==> config.mk <==
export PLATFORM = sky130hd
export DESIGN_NAME = row_scan_controller
export DESIGN_NICKNAME = d
export VERILOG_FILES = /design/src/rtl/row_scan_controller.sv
export SDC_FILE = /design/constraint.sdc
export NUM_CORES = 1
export LEC_CHECK = 0
export ABC_AREA = 1
export CORE_AREA = 10 10 76 91
export DETAILED_ROUTE_END_ITERATION = 8
export DIE_AREA = 0 0 86 101
export GPL_ROUTABILITY_DRIVEN = 0
export GPL_TIMING_DRIVEN = 0
export MAX_ROUTING_LAYER = met4
export SLEW_MARGIN = 10
export SYNTH_ARGS = -nofsm -noshare
export SYNTH_HDL_FRONTEND = slang
export SYNTH_SLANG_ARGS = --single-unit
==> constraint.sdc <==
create_clock -name clk -period 2.3 [get_ports clk]
set_input_delay 0.46 -clock clk [delete_from_list [all_inputs] [get_ports clk]]
set_output_delay 0.46 -clock clk [all_outputs]
set_load 0.03 [all_outputs]
==> src/rtl/row_scan_controller.sv <==
// rtl/row_scan_controller.sv - row sequencer for an RGB matrix: overlaps next-row fill with blank/latch/display of the current row
module row_scan_controller #(
  parameter int ROW_W          = 4,
  parameter int BLANK_CYCLES   = 2,
  parameter int LATCH_CYCLES   = 1,
  parameter int DISPLAY_CYCLES = 256,
  parameter int FILL_GUARD     = 2,
  parameter int FILL_TIMEOUT   = 4096
) (
  input  logic             clk,
  input  logic             reset,
  input  logic             run,
  input  logic             filled,
  output logic             fill_en,
  output logic [ROW_W-1:0] row_sel,
  output logic [ROW_W-1:0] row_addr,
  output logic             lat,
  output logic             oe_n,
  output logic             frame_start,
  output logic             fill_err
);

  localparam int CMAX0 = (DISPLAY_CYCLES > BLANK_CYCLES) ? DISPLAY_CYCLES : BLANK_CYCLES;
  localparam int CMAX  = (CMAX0 > LATCH_CYCLES) ? CMAX0 : LATCH_CYCLES;
  localparam int CW    = $clog2(CMAX + 1);
  localparam int FW    = $clog2(FILL_TIMEOUT + 1);

  localparam logic [CW-1:0]    BLANK_LAST = CW'(BLANK_CYCLES - 1);
  localparam logic [CW-1:0]    LATCH_LAST = CW'(LATCH_CYCLES - 1);
  localparam logic [CW-1:0]    DISP_LAST  = CW'(DISPLAY_CYCLES - 1);
  localparam logic [FW-1:0]    GUARD_MIN  = FW'(FILL_GUARD);
  localparam logic [FW-1:0]    TO_LAST    = FW'(FILL_TIMEOUT - 1);
  localparam logic [ROW_W-1:0] ROW_LAST   = '1;

  typedef enum logic [2:0] {IDLE, PRIME, BLANK, LATCH, DISPLAY} state_t;

  state_t           state, state_n;
  logic [CW-1:0]    cnt, cnt_n;
  logic [FW-1:0]    fill_cnt, fill_cnt_n;
  logic             fill_done, fill_done_n;
  logic             fill_en_n, lat_n, oe_n_n, frame_n, err_n;
  logic [ROW_W-1:0] row_sel_n, row_addr_n;
  logic             accept, timeout, fill_hit, done_now, expired;

  always_ff @(posedge clk or negedge reset) begin
    if (!reset) begin
      state       <= IDLE;
      cnt         <= '0;
      fill_cnt    <= '0;
      fill_done   <= 1'b0;
      fill_en     <= 1'b0;
      row_sel     <= '0;
      row_addr    <= '0;
      lat         <= 1'b0;
      oe_n        <= 1'b1;
      frame_start <= 1'b0;
      fill_err    <= 1'b0;
    end else begin
      state       <= state_n;
      cnt         <= cnt_n;
      fill_cnt    <= fill_cnt_n;
      fill_done   <= fill_done_n;
      fill_en     <= fill_en_n;
      row_sel     <= row_sel_n;
      row_addr    <= row_addr_n;
      lat         <= lat_n;
      oe_n        <= oe_n_n;
      frame_start <= frame_n;
      fill_err    <= err_n;
    end
  end

  always_comb begin
    // A stale high 'filled' is ignored until the guard window has passed.
    accept      = fill_en && filled && (fill_cnt >= GUARD_MIN);
    timeout     = fill_en && !accept && (fill_cnt == TO_LAST);
    fill_hit    = accept || timeout;
    done_now    = fill_done || fill_hit;
    expired     = (cnt == DISP_LAST);
    state_n     = state;
    cnt_n       = cnt;
    fill_cnt_n  = fill_en ? fill_cnt + 1'b1 : '0;
    fill_en_n   = fill_en && !fill_hit;
    fill_done_n = done_now;
    err_n       = fill_err || timeout;
    lat_n       = lat;
    oe_n_n      = oe_n;
    frame_n     = 1'b0;
    row_sel_n   = row_sel;
    row_addr_n  = row_addr;
    case (state)
      IDLE: begin
        oe_n_n      = 1'b1;
        lat_n       = 1'b0;
        fill_en_n   = 1'b0;
        fill_done_n = 1'b0;
        if (run) begin
          state_n    = PRIME;
          fill_en_n  = 1'b1;
          fill_cnt_n = '0;
          row_sel_n  = '0;
          frame_n    = 1'b1;
        end
      end
      PRIME: begin
        if (fill_hit) begin
          state_n    = BLANK;
          cnt_n      = '0;
          row_addr_n = row_sel;
        end
      end
      BLANK: begin
        if (cnt == BLANK_LAST) begin
          state_n = LATCH;
          cnt_n   = '0;
          lat_n   = 1'b1;
        end else begin
          cnt_n = cnt + 1'b1;
        end
      end
      LATCH: begin
        if (cnt == LATCH_LAST) begin
          state_n     = DISPLAY;
          cnt_n       = '0;
          lat_n       = 1'b0;
          oe_n_n      = 1'b0;
          row_sel_n   = row_sel + 1'b1;
          fill_done_n = 1'b0;
          if (run) begin
            fill_en_n  = 1'b1;
            fill_cnt_n = '0;
            frame_n    = (row_sel == ROW_LAST);
          end
        end else begin
          cnt_n = cnt + 1'b1;
        end
      end
      DISPLAY: begin
        // With no fill in flight (run was low at entry) there is nothing to show next: stop.
        if (!expired) begin
          cnt_n = cnt + 1'b1;
        end else if (!run || (!fill_en && !fill_done)) begin
          state_n     = IDLE;
          oe_n_n      = 1'b1;
          fill_en_n   = 1'b0;
          fill_done_n = 1'b0;
        end else if (done_now) begin
          state_n    = BLANK;
          cnt_n      = '0;
          oe_n_n     = 1'b1;
          row_addr_n = row_sel;
        end
      end
      default: state_n = IDLE;
    endcase
  end

endmodule

==> results of run 1 <==
-- stage by stage --
stage	instances	total power, µW	instance area, µm²
2_1_floorplan	291	1970	2280
3_3_place_gp	369	2320	2510
3_5_place_dp	370	2340	2540
4_1_cts	378	2950	2650
5_1_grt	381	3270	2710
6_report	381	2980	2710
-- cell usage after synthesis, types with 3 or more instances --
library cell / count / area (µm²)
o21ai_0: 8 / 40.0
nor3_1: 6 / 30.0
nor2_4: 7 / 78.8
nand3_1: 21 / 105
nor3b_1: 3 / 22.5
nor2_1: 29 / 109
dfrtp_1: 38 / 951
inv_2: 4 / 15.0
nand2_1: 85 / 319
ha_1: 8 / 100
a21oi_1: 5 / 25.0
inv_1: 34 / 128
nand2_2: 5 / 31.3
xnor2_1: 4 / 35.0
xor2_1: 6 / 52.6
nand4_1: 4 / 25.0
-- state kept, by name, summed over array words and instances, names as in the netlist --
name / flops
row_sel: 4
state: 3
fill_cnt: 13
fill_err: 1
oe_n: 1
row_addr: 4
fill_en: 1
frame_start: 1
lat: 1
fill_done: 1
cnt: 9
-- path summary, 6_finish.rpt --
kind | start | end | slack, ns
setup / recovery | cnt[1] | oe_n | 0.23
hold / removal | reset | fill_cnt[6] | 0.1
setup reg to reg | cnt[1] | oe_n | 0.23
hold reg to reg | row_addr[2] | row_addr[2] | 0.47
max in group asynchronous | reset | oe_n | 1.65
min in group clk | row_addr[2] | row_addr[2] | 0.47
-- what timing repair did --
item | 4_1_cts | 5_1_grt
hold buffers | 0 | 0
setup buffers | 0 | 3
setup endpoints to repair | 0 | 16
resized for setup | 0 | 9
-- worst reg2reg max path: stages (launching register included) --
cell and delay, ns:
dfrtp_1 0.38, ha_2 0.21, nand2_2 0.08, nor2_4 0.13
nand3_2 0.08, nor2_2 0.12, nand2_1 0.07, inv_1 0.06
ha_1 0.15, inv_1 0.06, nand2_2 0.12, o21ai_0 0.10
a21oi_1 0.26, nand2_1 0.09, nand2_1 0.06, nand2_1 0.05
-- cells by family (layout without fill, tap and decap cells) --
group	count (synthesis)	in the layout	share of synthesized area
adder cells (fa/ha/maj)	8	8	0.0440
flip-flops	39	39	0.429
XOR/XNOR	10	10	0.0385
AO/OA/AOI/OAI	22	22	0.0594
buffers and inverters	39	67	0.0660
AND/OR/NAND/NOR	173	173	0.363
-- metal layers --
metal  vias up  track usage  share of wire
met5         -            -              0
met4         0       0.0381          0.014
met3         7       0.0324          0.043
met2        19        0.190           0.47
met1       841        0.138           0.47
li1        974            -              -
-- report_power, final --
group | switching, µW | internal [µW]
Clock | 243 | 351
Combinational | 915 | 508
Sequential | 131 | 832
Total | 1290 | 1690
-- layout make-up --
type / instances / share of cell area
Buffer: 1 / 0.00277
Clock buffer: 6 / 0.0305
Clock inverter: 2 / 0.0129
Inverter: 38 / 0.0527
Multi-Input combinational cell: 213 / 0.436
Sequential cell: 39 / 0.361
Tap cell: 62 / 0.0286
Timing Repair Buffer: 20 / 0.0758
==> out/summary.txt, run 1 <==
synth warn -> 0
Static Leak -> 0.00134 µW
diode count -> 0
Post-synth top flop -> dfrtp_1
Setup violations, final -> 0
global-route wire length before repair -> 8290 µm
status -> finished, final reports clean
Synthesized Nets -> 303
die extent in y -> 101 µm
area occupied by multi-input gates -> 1180 µm²
number of port buffers -> 16
Area Growth Syn to Fin -> 19.0%
crit-path leading delay family -> simple AND/OR/NAND/NOR gates
Worst Hold Class -> input port to async pin
Starting Density -> 0.439
Boundary Pins -> 17
grt ovf -> 0
filler instances -> 523
crit path cell chain -> ha_2, nand2_2, nor2_4, nand3_2, nor2_2, nand2_1, inv_1, ha_1, inv_1, nand2_2, o21ai_0, a21oi_1, nand2_1, nand2_1, nand2_1
Core Region -> 5190 µm²
Num CTS Buffers -> 5
Most Frequent Cell on Critical Path -> nand2_1
Cells after Synth -> 291
remaining antenna violation count -> 0
starting DRC count in detailed routing -> 45
commonest non-fill, non-tap cell in the layout -> nand2_1
final core utilization -> 0.522
EDFF count, synth -> 0
antenna violations before repair -> 0
largest net degree at the start of global routing -> 24
Final #Nets -> 330
slew margin rel. -> 0.699
clk slew on worst S/H paths -> 0.08 ns
power density cells -> 1100 nW/µm²
Worst Path Arrival -> 2.29 ns
max cap viols -> 0
Critical Path Max Stage Delay -> 0.38 ns
slew of the pin with the lowest slew margin -> 0.452 ns
Seq/Total Area, Yosys -> 0.429
dpl ws -> 0.0821 ns
vias in the first global route -> 1843
library cells used by synthesis -> 32
Layout Skew -> 0.0115 ns
clk_lat worst skew -> 0.29 ns
Synth async-reset ratio -> 1.00
CP max stage cell -> dfrtp_1
register bit count reported by yosys -> 39
CTS tree -> done
placed wire-length estimate after detailed placement -> 3490 µm
Worst VDD drop -> 0.000501 V
critical path capture point type -> flip-flop
drt drc -> 0
first-pass detailed-route iteration total -> 5
Bufs on Longest Clock Path -> 2
Vias/cell -> 4.83
max-slew violations -> 0
Max Fanout on Critical Path -> 5
setup ws final -> 0.230 ns
GRT Total Usage -> 0.118
WL per Instance -> 12.1 µm
Critical Path Source Type -> flip-flop
r2r worst-path depth -> 15
DIE WIDTH -> 86 µm
hold_ws -> 0.0973 ns
crit path time final -> 2.07 ns
CP Class -> flip-flop to flip-flop
most frequent cells in the layout -> 83 x nand2_1, 38 x dfrtp_1, 34 x inv_1, 27 x nor2_1, 19 x nand3_1
ratio of cells with drive above 1 in the final layout -> 0.150
CP required -> 2.52 ns
Hold Violations, Final -> 0
Root Buffer -> clkbuf_8
post-route setup TNS -> 0 ns
WP buf/inv -> 2
fin crit share -> 0.900
routed via count -> 1841
Mapped Avg Cell Area -> 7.82 µm²
register area -> 977 µm²
H-tree levels -> 2
fmax -> 0.483 GHz
Syn Std Cell Area -> 2280 µm²
Critical Path Stages -> 15
clk sinks -> 39
WL final -> 4620 µm
Die ar. -> 8690 µm²
row cnt -> 29
Power figures use the tool's default switching activity.
==> run 2, diff against run 1 <==
--- a/constraint.sdc
+++ b/constraint.sdc
@@ -3,2 +3,2 @@
 set_output_delay 0.46 -clock clk [all_outputs]
-set_load 0.03 [all_outputs]
+set_load 0.05 [all_outputs]
==> results of run 2 <==
The final DEF is identical to that of run 1. Status: finished, final reports clean.
Main changes from that run: setup slack after layout 0.230 ns -> 0.224 ns; start point of the critical path cnt[1] -> oe_n; total power 2980 µW -> 3060 µW; worst IR drop on VDD 0.000501 V -> 0.000503 V
==> run 3, diff against run 2 <==
ABC_AREA = 0   (was 1)
CORE_AREA = 10 10 74 89   (was 10 10 76 91)
DIE_AREA = 0 0 84 99   (was 0 0 86 101)
==> out/summary.txt, run 3 <==
Worst VDD drop -> 0.000466 V (was 0.000503 V)
clk slew on worst S/H paths -> 0.08 ns (about the same)
library cells used by synthesis -> 46 (was 32)
Core Region -> 4830 µm² (was 5190 µm²)
Seq/Total Area, Yosys -> 0.459 (was 0.429)
WL final -> 5020 µm (was 4620 µm)
hold buffers post-CTS -> 0 (unchanged)
starting DRC count in detailed routing -> 92 (was 45)
fin crit share -> 1.08 (was 0.902)
GRT Total Usage -> 0.124 (was 0.118)
slew margin rel. -> 0.564 (was 0.637)
routed via count -> 1744 (was 1841)
CP required -> 2.48 ns (was 1.84 ns)
H-tree levels -> 2 (unchanged)
unrepaired setup endpoints after global routing -> true
die extent in y -> 99 µm (was 101 µm)
share of the synthesized area in the top cell type -> 0.446 (was 0.418)
CP Class -> flip-flop to flip-flop (was flip-flop to primary output)
remaining antenna violation count -> 0 (unchanged)
synth warn -> 0 (unchanged)
Area Growth Syn to Fin -> 25.7% (was 19.0%)
Synth Area in Adders -> 0.0470 (was 0.0440)
Critical Path Source Type -> flip-flop (unchanged)
WL per Instance -> 16.2 µm (was 12.1 µm)
dominant cells by area after synthesis -> dfrtp_1 45%, nor2_1 5.1%, ha_1 4.7% (was dfrtp_1 42%, nand2_1 14%, inv_1 5.6%)
Root Buffer -> clkbuf_8 (unchanged)
Layout Skew -> 0.0136 ns (was 0.0115 ns)
ratio of cells with drive above 1 in the final layout -> 0.201 (was 0.150)
Static Leak -> 0.00118 µW (was 0.00134 µW)
Finished Cell Area -> 2680 µm² (was 2710 µm²)
drt drc -> 0 (unchanged)
Synth Area in XOR/XNOR -> 0.0575 (was 0.0385)
number of flip-flops under the largest register name -> 13 (unchanged)
largest net degree at the start of global routing -> 25 (was 24)
DIE WIDTH -> 84 µm (was 86 µm)
Starting Density -> 0.441 (was 0.439)
register area -> 977 µm² (unchanged)
Post-DP Area -> 2420 µm² (was 2540 µm²)
clk_lat worst skew -> 0.30 ns (was 0.29 ns)
failing checks -> negative setup slack
post-route setup TNS -> -1.67 ns (was 0 ns)
hold_ws -> 0.0834 ns (was 0.0973 ns)
Vias/cell -> 5.64 (was 4.83)
CTS tree -> done (unchanged)
main combinational cell family by area after synthesis -> simple AND/OR/NAND/NOR gates (unchanged)
power density cells -> 1140 nW/µm² (was 1130 nW/µm²)
post-synthesis mux area share -> 0.0411 (was 0)
first-pass detailed-route iteration total -> 4 (was 5)
Die ar. -> 8320 µm² (was 8690 µm²)
Syn Std Cell Area -> 2130 µm² (was 2280 µm²)
Synthesized Nets -> 229 (was 303)
slew of the pin with the lowest slew margin -> 0.649 ns (was 0.543 ns)
Worst Hold Class -> input port to async pin (unchanged)
Num CTS Buffers -> 5 (unchanged)
Post-synth top flop -> dfrtp_1 (unchanged)
most frequent cell after synthesis -> dfrtp_1 (was nand2_1)
area occupied by multi-input gates -> 1220 µm² (was 1180 µm²)
Critical Path Max Stage Delay -> 0.40 ns (was 0.79 ns)
diode count -> 0 (unchanged)
vias in the first global route -> 1764 (was 1843)
register bit count reported by yosys -> 39 (unchanged)
Hold Violations, Final -> 0 (unchanged)
Commonest cells post-synth -> 38 x dfrtp_1, 29 x nor2_1, 12 x nand3_1, 11 x nand2_1, 11 x nor3_1 (was 85 x nand2_1, 38 x dfrtp_1, 34 x inv_1, 29 x nor2_1, 21 x nand3_1)
Worst Path Arrival -> 2.66 ns (was 1.62 ns)
status -> complete, but fails checks (was finished, final reports clean)
setup ws final -> -0.182 ns (was 0.224 ns)
Regs by FF count -> fill_cnt: 13 flops, cnt: 9 flops (unchanged)
clk sinks -> 39 (unchanged)
global-route wire length before repair -> 8400 µm (was 8290 µm)
commonest non-fill, non-tap cell in the layout -> dfrtp_1 (was nand2_1)
Biggest register -> fill_cnt (unchanged)
Post-Synth Simple-Gate Area -> 0.241 (was 0.363)
critical path capture point type -> flip-flop (was primary output)
Boundary Pins -> 17 (unchanged)
crit path cell chain -> ha_2, and3_4, and3_4, nand3_2, inv_2, ha_4, or3_4, o211ai_1, o41ai_4, a211o_1 (was clkdlybuf4s50_1)
crit path time final -> 2.48 ns (was 2.08 ns)
Final #Nets -> 260 (was 330)
filler instances -> 435 (was 523)
row cnt -> 28 (was 29)
CP max stage cell -> dfrtp_1 (was clkdlybuf4s50_1)
Most Frequent Cell on Critical Path -> and3_4
fmax -> 0.403 GHz (was 0.482 GHz)
placed wire-length estimate after detailed placement -> 3390 µm (was 3490 µm)
Bufs on Longest Clock Path -> 2 (unchanged)
max cap viols -> 0 (unchanged)
EDFF count, synth -> 0 (unchanged)
Cells after Synth -> 217 (was 291)
Mapped Avg Cell Area -> 9.82 µm² (was 7.82 µm²)
Max Fanout on Critical Path -> 5 (was 2)
number of port buffers -> 16 (unchanged)
Setup violations, final -> 13 (was 0)
max-slew violations -> 0 (unchanged)
grt ovf -> 0 (unchanged)
cell taking the most area after synthesis -> dfrtp_1 (unchanged)
compound-cell area share of the yosys netlist -> 0.125 (was 0.0594)
most frequent cells in the layout -> 38 x dfrtp_1, 29 x nor2_1, 15 x clkdlybuf4s50_1, 11 x nand3_1 (was 83 x nand2_1, 38 x dfrtp_1, 34 x inv_1, 27 x nor2_1, 19 x nand3_1)
Synth async-reset ratio -> 1.00 (unchanged)
antenna violations before repair -> 0 (unchanged)
==> run 3: changes by cell type after synthesis, sizes merged, moves of 4 or more <==
cell and delta:
nand2 -81, a211o +4, and3 +7, inv -29
nor2 -9, nor4 +4, nand3 -10, mux2 +6
or3 +4, nor3 +4
==> run 3: cell type report <==
class | count | share of cell area
sequential | 39 | 0.365
multi-input combinational | 165 | 0.457
inverter | 9 | 0.0126
tap | 60 | 0.0280
clock inverter | 1 | 0.00280
timing repair buffer | 24 | 0.0879
buffer | 4 | 0.0103
clock buffer | 7 | 0.0360
==> run 3: repair_timing <==
item,CTS,global route
setup endpoints to repair,25,29
cloned,1,0
pin swaps,1,6
setup buffers,5,2
gates resized for setup,7,11
==> run 3: per-stage QoR <==
step,setup WS [ns],total power [µW],cells,util
floorplan,-0.0341,1980,217,-
global placement,-0.247,2340,293,0.496
detailed placement,-0.233,2360,294,0.501
CTS,-0.169,2990,307,0.541
global route,-0.254,3280,309,0.554
finish,-0.182,3060,309,0.554
==> run 3: kinds of logic after synthesis <==
| kind of cell | count (synthesis) |
|---|---|
| compound gates | 36 |
| flops | 39 |
| simple gates | 98 |
| xor+xnor | 14 |
| mux | 8 |
| buf+inv | 14 |
| fa+ha+maj | 8 |
==> run 3: final timing paths <==
path | startpoint | endpoint | slack, ns | cells after the start
min | reset | row_addr[1] | 0.08 | 1
min reg2reg | fill_err | fill_err | 0.46 | 1
min in group clk | fill_err | fill_err | 0.46 | 1
max in group asynchronous | reset | oe_n | 1.69 | 2
max reg2reg | cnt[1] | cnt[6] | -0.18 | 10
max | cnt[1] | cnt[6] | -0.18 | 10
==> run 3: power breakdown <==
| part | switching [µW] | leakage, µW | internal (µW) |
|---|---|---|---|
| logic | 928 | 0.000608 | 636 |
| registers | 153 | 0.000526 | 823 |
| clock network | 252 | 0.0000505 | 273 |
| total | 1330 | 0.00118 | 1730 |
==> run 3: worst max-delay path: cells and delay by family, from the launching register on <==
kind | cells | cell delay, ns
AO/OA/AOI/OAI | 3 | 0.76
buffers and inverters | 1 | 0.04
adder cells (fa/ha/maj) | 2 | 0.35
flip-flops | 1 | 0.40
AND/OR/NAND/NOR | 4 | 0.81
==> run 3: routing by layer <==
layer  share of wire  GRT usage  wire [µm]  up-vias
li1                -          -          -      851
met2            0.51      0.210       2560       30
met3           0.034     0.0338        170        9
met5               0          -          0        -
met4           0.022     0.0632        112        0
met1            0.43      0.130       2180      854
